### src/rtl/mux_n_to_1_rr_pkg.sv
// Shared constants for the N-to-1 channel multiplexer: mode encodings, output
// register states and the select-width helper.
package mux_n_to_1_rr_pkg;

    localparam logic MUX_MODE_MANUAL = 1'b0;
    localparam logic MUX_MODE_RR     = 1'b1;

    localparam logic ST_EMPTY = 1'b0;
    localparam logic ST_FULL  = 1'b1;

    // ceil(log2(n)) with a floor of 1 so a 2-channel select is still one bit wide
    function automatic int unsigned mux_clog2(input int unsigned n);
        for (int unsigned w = 1; w < 32; w++) begin
            if ((32'd1 << w) >= n) begin
                return w;
            end
        end
        return 32;
    endfunction

endpackage

### src/rtl/mux_n_to_1_rr_arbiter.sv
// Rotating-priority arbiter: grants the first requester after ptr, wrapping
// modulo N. Purely combinational, grant is one-hot or zero.
module mux_n_to_1_rr_arbiter
    import mux_n_to_1_rr_pkg::*;
#(
    parameter  int unsigned N     = 4,
    localparam int unsigned PTR_W = mux_clog2(N)
) (
    input  logic [N-1:0]     req,
    input  logic [PTR_W-1:0] ptr,
    output logic [N-1:0]     gnt
);

    always_comb begin
        int unsigned idx;
        logic        found;
        gnt   = '0;
        found = 1'b0;
        idx   = 0;
        for (int unsigned off = 1; off <= N; off++) begin
            idx = (32'(ptr) + off) % N;
            for (int unsigned i = 0; i < N; i++) begin
                if (!found && (i == idx) && req[i]) begin
                    gnt[i] = 1'b1;
                    found  = 1'b1;
                end
            end
        end
    end

endmodule

### src/rtl/mux_n_to_1_rr.sv
// Registered N-to-1 channel multiplexer with valid/ready handshake, manual or
// round-robin selection. Define MUXN_CH_TAG_EN to add the out_ch source tag.
module mux_n_to_1_rr
    import mux_n_to_1_rr_pkg::*;
#(
    parameter  int unsigned N_CH   = 4,
    parameter  int unsigned DATA_W = 8,
    localparam int unsigned SEL_W  = mux_clog2(N_CH)
) (
    input  logic                     clk,
    input  logic                     rst,
    input  logic                     mode,
    input  logic [SEL_W-1:0]         sel,
    input  logic [N_CH*DATA_W-1:0]   in_data,
    input  logic [N_CH-1:0]          in_valid,
    output logic [N_CH-1:0]          in_ready,
    output logic [DATA_W-1:0]        out_data,
    output logic                     out_valid,
    input  logic                     out_ready
`ifdef MUXN_CH_TAG_EN
    ,
    output logic [SEL_W-1:0]         out_ch
`endif
);

    logic [N_CH-1:0]   man_gnt;
    logic [N_CH-1:0]   rr_gnt;
    logic [N_CH-1:0]   grant;
    logic [SEL_W-1:0]  gnt_idx;
    logic [DATA_W-1:0] gnt_data;
    logic              load;
    logic              xfer;

    logic              state_q, state_d;
    logic [DATA_W-1:0] data_q, data_d;
    logic [SEL_W-1:0]  rr_ptr_q, rr_ptr_d;

    mux_n_to_1_rr_arbiter #(
        .N (N_CH)
    ) u_arb (
        .req (in_valid),
        .ptr (rr_ptr_q),
        .gnt (rr_gnt)
    );

    // Out-of-range sel matches no channel, so it never forwards data
    always_comb begin
        man_gnt = '0;
        for (int unsigned i = 0; i < N_CH; i++) begin
            man_gnt[i] = in_valid[i] & (32'(sel) == i);
        end
    end

    assign grant    = (mode == MUX_MODE_RR) ? rr_gnt : man_gnt;
    assign load     = (state_q == ST_EMPTY) | out_ready;
    assign in_ready = grant & {N_CH{load & ~rst}};
    assign xfer     = |in_ready;

    always_comb begin
        gnt_idx  = '0;
        gnt_data = '0;
        for (int unsigned i = 0; i < N_CH; i++) begin
            if (grant[i]) begin
                gnt_idx  = SEL_W'(i);
                gnt_data = in_data[i*DATA_W +: DATA_W];
            end
        end
    end

    always_comb begin
        state_d  = state_q;
        data_d   = data_q;
        rr_ptr_d = rr_ptr_q;
        if (xfer) begin
            state_d = ST_FULL;
            data_d  = gnt_data;
            if (mode == MUX_MODE_RR) begin
                rr_ptr_d = gnt_idx;
            end
        end else if (out_ready) begin
            state_d = ST_EMPTY;
        end
    end

    // rr_ptr starts at the last channel so the first RR scan begins at ch 0
    always_ff @(posedge clk or posedge rst) begin
        if (rst) begin
            state_q  <= ST_EMPTY;
            data_q   <= '0;
            rr_ptr_q <= SEL_W'(N_CH - 1);
        end else begin
            state_q  <= state_d;
            data_q   <= data_d;
            rr_ptr_q <= rr_ptr_d;
        end
    end

`ifdef MUXN_CH_TAG_EN
    logic [SEL_W-1:0] ch_q;

    always_ff @(posedge clk or posedge rst) begin
        if (rst) begin
            ch_q <= '0;
        end else if (xfer) begin
            ch_q <= gnt_idx;
        end
    end

    assign out_ch = ch_q;
`endif

    assign out_valid = (state_q == ST_FULL);
    assign out_data  = data_q;

endmodule

### config.mk
export PLATFORM = sky130hd
export DESIGN_NAME = mux_n_to_1_rr
export DESIGN_NICKNAME = d
export VERILOG_FILES = /design/src/rtl/mux_n_to_1_rr_pkg.sv /design/src/rtl/mux_n_to_1_rr_arbiter.sv /design/src/rtl/mux_n_to_1_rr.sv
export SDC_FILE = /design/constraint.sdc
export NUM_CORES = 1
export LEC_CHECK = 0
export ABC_AREA = 1
export CAP_MARGIN = 15
export CORE_MARGIN = 3
export CORE_UTILIZATION = 41
export DETAILED_ROUTE_END_ITERATION = 16
export PLACE_DENSITY = 0.9
export SLEW_MARGIN = 15
export SYNTH_ARGS = -nofsm -noshare
export SYNTH_HDL_FRONTEND = slang
export SYNTH_SLANG_ARGS = --single-unit
### constraint.sdc
create_clock -name clk -period 3.5 [get_ports clk]
set_input_delay 0.875 -clock clk [delete_from_list [all_inputs] [get_ports clk]]
set_output_delay 0.875 -clock clk [all_outputs]
set_load 0.01 [all_outputs]
After elaboration in Yosys (flattened, before gate mapping)
Index checks and enable logic that the tools add are counted.
{ "word_totals": {"word_cells": 125, "ff_bits": 11, "output_inout_bits": 13} }
{ "classes": {"reduce_logical": 54, "addsub": 4, "muxes": 40, "bitwise_logic": 9, "n_eq_ne": 15} }
{ "op_table": {"columns": ["cell", "n"], "rows": [
  ["$logic_not 32->1", 4],
  ["$mux 1", 33],
  ["$mux 8", 4],
  ["$logic_and 1x1->1", 31],
  ["$eq 2x2->1 const A", 8],
  ["$logic_not 1->1", 15],
  ["$eq 1x2->1 const A", 4],
  ["$and 1x1->1", 5],
  ["$add 2x1->2 const B", 2],
  ["$add 2x2->2 const B", 2],
  ["$and 4x4->4", 1],
  ["$eq 2x2->1 const B", 2],
  ["$mux 2", 2],
  ["$mux 4", 1],
  ["$reduce_or 4->1", 1],
  ["$eq 2x1->1 const B", 1],
  ["$logic_not 2->1", 1],
  ["$not 1->1", 2],
  ["$reduce_and 2->1", 1],
  ["$reduce_bool 2->1", 1],
  ["$or 1x1->1", 1]
]} }

Depth between registers and ports, before layout
{ "depth": {"depth_word": 69, "mapped_depth": 18, "mapped_depth_nobuf": 17} }

Modules after synthesis
From an unflattened synthesis, not the netlist that was laid out.
{ "hier_totals": {"cells_unflattened": 213, "area_unflattened_um2": 1239.9} }
{ "by_module_without_submodules": {"columns": ["module", "area_per_inst_um2", "cells_per_inst", "instances"], "rows": [
  ["mux_n_to_1_rr", 898.4, 155, 1],
  ["mux_n_to_1_rr_arbiter", 341.6, 58, 1]
]} }

Worst setup path before layout
No wires, ideal clock.
{ "synth_timing": {"path_type": "input to output", "start": "in in_valid[0]", "end": "out in_ready[3]", "arrival_time_ps": 2154, "path_buffers": 0, "setup_slack_ps": 471, "stages": 13, "cell_sequence": "nand3_1 nand2_2 nor2_4 nand4_2 nor2_4 nand4_4 nor2_4 nand4_1 nand2_1 nand2_2 nand2_4 nand2_2 inv_1"} }
{ "synth_between": {"elab_chain_len": 64, "word_cells_on_any_way": 67, "cone_classes": "20 x mux; 1 x bitwise; 46 x reduce/logical"} }
{ "synth_lines": {"columns": ["item", "line", "source"], "rows": [
  ["start: declaration", "mux_n_to_1_rr.sv:15", "input logic [N_CH-1:0] in_valid,"],
  ["$logic_and 1x1->1", "mux_n_to_1_rr_arbiter.sv:23", "if (!found && (i == idx) && req[i]) begin"],
  ["$mux 1", "mux_n_to_1_rr_arbiter.sv:23", null],
  ["$logic_not 1->1", "mux_n_to_1_rr_arbiter.sv:23", null],
  ["$logic_and 1x1->1 (2 in series)", "mux_n_to_1_rr_arbiter.sv:23", null],
  ["$mux 1", "mux_n_to_1_rr_arbiter.sv:23", null],
  ["$logic_not 1->1", "mux_n_to_1_rr_arbiter.sv:23", null],
  ["$logic_and 1x1->1 (2 in series)", "mux_n_to_1_rr_arbiter.sv:23", null],
  ["$mux 1", "mux_n_to_1_rr_arbiter.sv:23", null],
  ["[... 44 more ...]", null, null],
  ["$logic_not 1->1", "mux_n_to_1_rr_arbiter.sv:23", null],
  ["$logic_and 1x1->1 (2 in series)", "mux_n_to_1_rr_arbiter.sv:23", null],
  ["$mux 1", "mux_n_to_1_rr_arbiter.sv:23", null],
  ["$logic_not 1->1", "mux_n_to_1_rr_arbiter.sv:23", null],
  ["$logic_and 1x1->1 (2 in series)", "mux_n_to_1_rr_arbiter.sv:23", null],
  ["$mux 1 *", "mux_n_to_1_rr_arbiter.sv:23", null],
  ["$mux 4 *", "mux_n_to_1_rr.sv:54", "assign grant = (mode == MUX_MODE_RR) ? rr_gnt : man_gnt;"],
  ["$and 4x4->4 *", "mux_n_to_1_rr.sv:56", "assign in_ready = grant & {N_CH{load & ~rst}};"],
  ["end: declaration", "mux_n_to_1_rr.sv:16", "output logic [N_CH-1:0] in_ready,"]
]} }
Every way passes the cells marked *; elsewhere a longest branch is shown, timed or not.

Worst setup path after layout
{ "layout_timing": {"start": "in in_valid[0]", "end": "out in_ready[2]"} }
{ "layout_between": {"elab_chain_len": 60, "word_cells_on_any_way": 63, "cone_classes": "19 x mux; 1 x bitwise; 43 x reduce/logical"} }
{ "layout_lines": {"columns": ["item", "line"], "rows": [
  ["$logic_and 1x1->1", "mux_n_to_1_rr_arbiter.sv:23"],
  ["$mux 1", "mux_n_to_1_rr_arbiter.sv:23"],
  ["$logic_not 1->1", "mux_n_to_1_rr_arbiter.sv:23"],
  ["$logic_and 1x1->1 (2 in series)", "mux_n_to_1_rr_arbiter.sv:23"],
  ["$mux 1", "mux_n_to_1_rr_arbiter.sv:23"],
  ["$logic_not 1->1", "mux_n_to_1_rr_arbiter.sv:23"],
  ["$logic_and 1x1->1 (2 in series)", "mux_n_to_1_rr_arbiter.sv:23"],
  ["$mux 1", "mux_n_to_1_rr_arbiter.sv:23"],
  ["[... 40 more ...]", null],
  ["$logic_not 1->1", "mux_n_to_1_rr_arbiter.sv:23"],
  ["$logic_and 1x1->1 (2 in series)", "mux_n_to_1_rr_arbiter.sv:23"],
  ["$mux 1", "mux_n_to_1_rr_arbiter.sv:23"],
  ["$logic_not 1->1", "mux_n_to_1_rr_arbiter.sv:23"],
  ["$logic_and 1x1->1 (2 in series)", "mux_n_to_1_rr_arbiter.sv:23"],
  ["$mux 1 *", "mux_n_to_1_rr_arbiter.sv:23"],
  ["$mux 4 *", "mux_n_to_1_rr.sv:54"],
  ["$and 4x4->4 *", "mux_n_to_1_rr.sv:56"]
]} }
Marked as above.

==> results.py <==
metrics = {
    "worst_setup_path": {
        "path_class": "input pin to output pin",
        "critical_path_arrival_ns": 2.58,
        "r2r_start": "rr_ptr_q[1]",
        "r2r_cells": 19,
        "worst-path-max-fanout": 4,
        "start_kind": "input pin",
        "r2r_end": "rr_ptr_q[1]",
        "r2r_slack_ns": 0.88,
        "required_ns": 2.62,
        "end_kind": "output pin",
    },
    "floorplan": {
        "rows": 18,
        "die_x_um": 58.8,
        "die_area_sq_um": 3460,
        "design.core.area_sq_um": 2570,
        "ios": 55,
        "start_util": 0.445,
        "fp.dieH_um": 58.8,
    },
    "placed_design": {
        "hpwlAfterDp_mm": 3.01,
        "gp_congestion": 0.902,
        "preCtsSetupSlack_ns": -0.456,
        "placed_cells": 274,
        "port_buffers": 54,
    },
    "power_and_ir_drop": {
        "swShare": 0.469,
        "intPower_uw": 611,
        "clockPowerShare": 0.076,
        "finalPower_mw": 1.15,
        "switching_power_uw": 540,
        "cellPowerDensity_nw_per_um2": 619,
        "p_leak_nw": 0.904,
        "power_frac_comb": 0.696,
        "ir_drop_mv": 0.486,
        "seq_power_share": 0.227,
    },
    "drt": {
        "first_pass_iters": 4,
        "wirelength_mm": 3.68,
        "drt_iter0_drc": 50,
        "dr_total_vias": 1507,
        "drc": 0,
        "drtAntennaViolNets": 0,
        "wl_per_cell_um": 13.1,
        "routed_via_density": 5.38,
    },
    "layout": {
        "antennaDiodeCount": 0,
        "syn2layout_area_growth_pct": 62.6,
        "finalCoreUtilization": 0.724,
        "final_cell_count_no_fill": 280,
        "n_fill_cell": 212,
        "nNetsFinal": 293,
        "layout-drive-gt1-share": 0.216,
    },
    "sta": {
        "whs_ns": 0.546,
        "hold_viol": 0,
        "maxSlewViolCount": 0,
        "max_freq_mhz": 290,
        "fin_crit_sh": 0.986,
        "setup_viol": 0,
        "setup_slack_ns": 0.0488,
        "slew_headroom": 0.684,
        "rsz0062_at_grt": "true",
        "tightest_slew_ns": 0.468,
        "period_minus_slack_ns": 3.45,
        "fin_worst_skew_ns": 0.00382,
    },
    "grt": {
        "antenna_found_initial": 0,
        "first_global_vias": 1532,
        "grtUsageTotal": 0.231,
        "gr-total-overflow": 0,
        "grt_pass1_wl_mm": 6.15,
        "grt_max_degree": 13,
    },
    "worst_hold_path": {
        "hold_class": "register to register",
        "min_from": "out_data[5]",
        "worstHoldEndpoint": "out_data[5]",
        "whs_path_depth": 2,
    },
    "logic_synthesis": {
        "synth_warnings": 0,
        "synth-seq-cells": 11,
        "syn_inst": 177,
        "ys_seq_area_frac": 0.243,
        "avgSynthCellArea_sq_um": 6.46,
        "ys_types": 26,
        "syn_area_sq_um": 1140,
        "syn_nets": 219,
    },
    "cts": {
        "cts_sinks": 11,
        "cts_buffers": 3,
        "h-tree-depth": 1,
        "holdBufCountCts": 0,
        "clk_pin_slew_worst_paths_ns": 0.07,
        "cts_root_buf": "clkbuf_4",
        "cts_tree": "yes",
        "clock_path_buffers": 2,
        "clk_latency_ns": 0.27,
    },
    "job": {
        "cap_viol_max_count": 0,
    },
    "outcome": {
        "outcome": "completed",
    },
}
==> kinds of logic (layout without fill, tap and decap cells) <==
| logic type | Yosys count | after routing | synth area share |
|---|---|---|---|
| compound gates | 13 | 13 | 0.0799 |
| flops | 11 | 11 | 0.243 |
| buf+inv | 28 | 101 | 0.113 |
| simple gates | 125 | 125 | 0.565 |
==> power by group through the flow <==
stage                     logic [mW]  registers (mW)  clock network (mW)
final                          0.802           0.262              0.0880
after floorplan                0.483           0.249                   0
after global routing           0.883           0.272              0.0925
after CTS                      0.799           0.261              0.0878
after global placement         0.730           0.259                   0
after detailed placement       0.751           0.261                   0
==> worst max path at each step <==
stage	from	end	slack, ns	cells after the start
finish	in_valid[0]	in_ready[2]	0.05	15
global route	in_valid[0]	in_ready[2]	-0.1	15
CTS	in_valid[2]	in_ready[2]	0.01	16
detailed placement	in_valid[0]	in_ready[2]	-0.46	15
global placement	in_valid[1]	in_ready[2]	-0.40	15
floorplan	in_valid[0]	in_ready[3]	0.47	13
==> state kept, by name, indices dropped and copies added, names as in the netlist <==
register	flops
rr_ptr_q	2
out_valid	1
out_data	8
==> critical path, stage by stage <==
cell	delay [ns]
dlygate4sd2_1	0.25
nand3_2	0.08
nand2_2	0.07
nor2_4	0.13
nand4_4	0.11
nor2_4	0.16
nand4_4	0.11
nor2_4	0.16
nand4_1	0.10
nand2_1	0.08
nand2_2	0.06
nand2_4	0.07
nand2_2	0.06
inv_1	0.05
clkdlybuf4s15_2	0.21
==> area by class of cell <==
cell class                 count  area (sq um)  share of cell area
multi-input combinational    138           758               0.408
timing repair buffer          73           669               0.360
sequential                    11           278               0.149
inverter                      24          90.1              0.0485
tap                           30          37.5              0.0202
clock buffer                   4          26.3              0.0141
==> layer usage <==
layer  routed length [um]  vias to the layer above  share of wire  track usage
li1                     -                      732              -            -
met1                 1330                      682           0.36        0.243
met2                 1860                       79           0.50        0.416
met3                  387                       14           0.11       0.0877
met4                  104                        0          0.028       0.0841
met5                    0                        -              0            0
==> through the flow <==
stage | setup TNS, ns | cell area [sq um]
after global placement | -1.44 | 1810
after CTS | 0 | 1870
after global routing | -0.0963 | 1860
after floorplan | 0 | 1140
after detailed placement | -1.70 | 1810
final | 0 | 1860
==> synthesized netlist by cell type <==
| cell type | instances | share of area |
|---|---|---|
| dfrtp_1 | 9 | 0.20 |
| nand4_1 | 17 | 0.093 |
| nand3_2 | 4 | 0.035 |
| o21bai_1 | 2 | 0.013 |
| nand4_2 | 1 | 0.011 |
| nand3_1 | 12 | 0.053 |
| buf_2 | 1 | 0.0044 |
| a21boi_2 | 1 | 0.0098 |
| nand3b_1 | 1 | 0.0066 |
| nor3_1 | 1 | 0.0044 |
| inv_1 | 21 | 0.069 |
| a21oi_1 | 2 | 0.0088 |
| inv_2 | 3 | 0.0098 |
| nand2_1 | 65 | 0.21 |
| o311ai_0 | 1 | 0.0077 |
| nand2_2 | 7 | 0.038 |
| nor2_1 | 10 | 0.033 |
| o211ai_1 | 2 | 0.013 |
| nor2_4 | 4 | 0.039 |
| nand2_4 | 2 | 0.020 |
| o31ai_1 | 2 | 0.013 |
| a31oi_1 | 1 | 0.0055 |
| dfstp_2 | 2 | 0.046 |
| o21ai_0 | 2 | 0.0088 |
| nand4_4 | 1 | 0.019 |
| buf_6 | 3 | 0.030 |
==> timing repair <==
item / in CTS / in global routing
buffers inserted: 2 / 0
pin swaps: 5 / 4
endpoints found under the setup margin: 4 / 4
resized for setup: 15 / 7
==> layout by cell type (no fill, tap or decap), types with 2 or more instances in the layout <==
cell and count:
nand2_4 2, o211ai_1 2, nor2_1 10, nand2_2 8
nand3_1 10, nand2_1 64, nor2_4 4, nand3_2 6
clkbuf_4 3, nand4_4 2, clkdlybuf4s50_1 46, o31ai_1 2
dfrtp_1 9, o21bai_1 2, o21ai_0 2, buf_4 18
dlygate4sd2_1 3, clkbuf_2 3, nand4_1 17, a21oi_1 2
inv_1 21, inv_2 3, dfstp_2 2
Power figures use the tool's default switching activity.
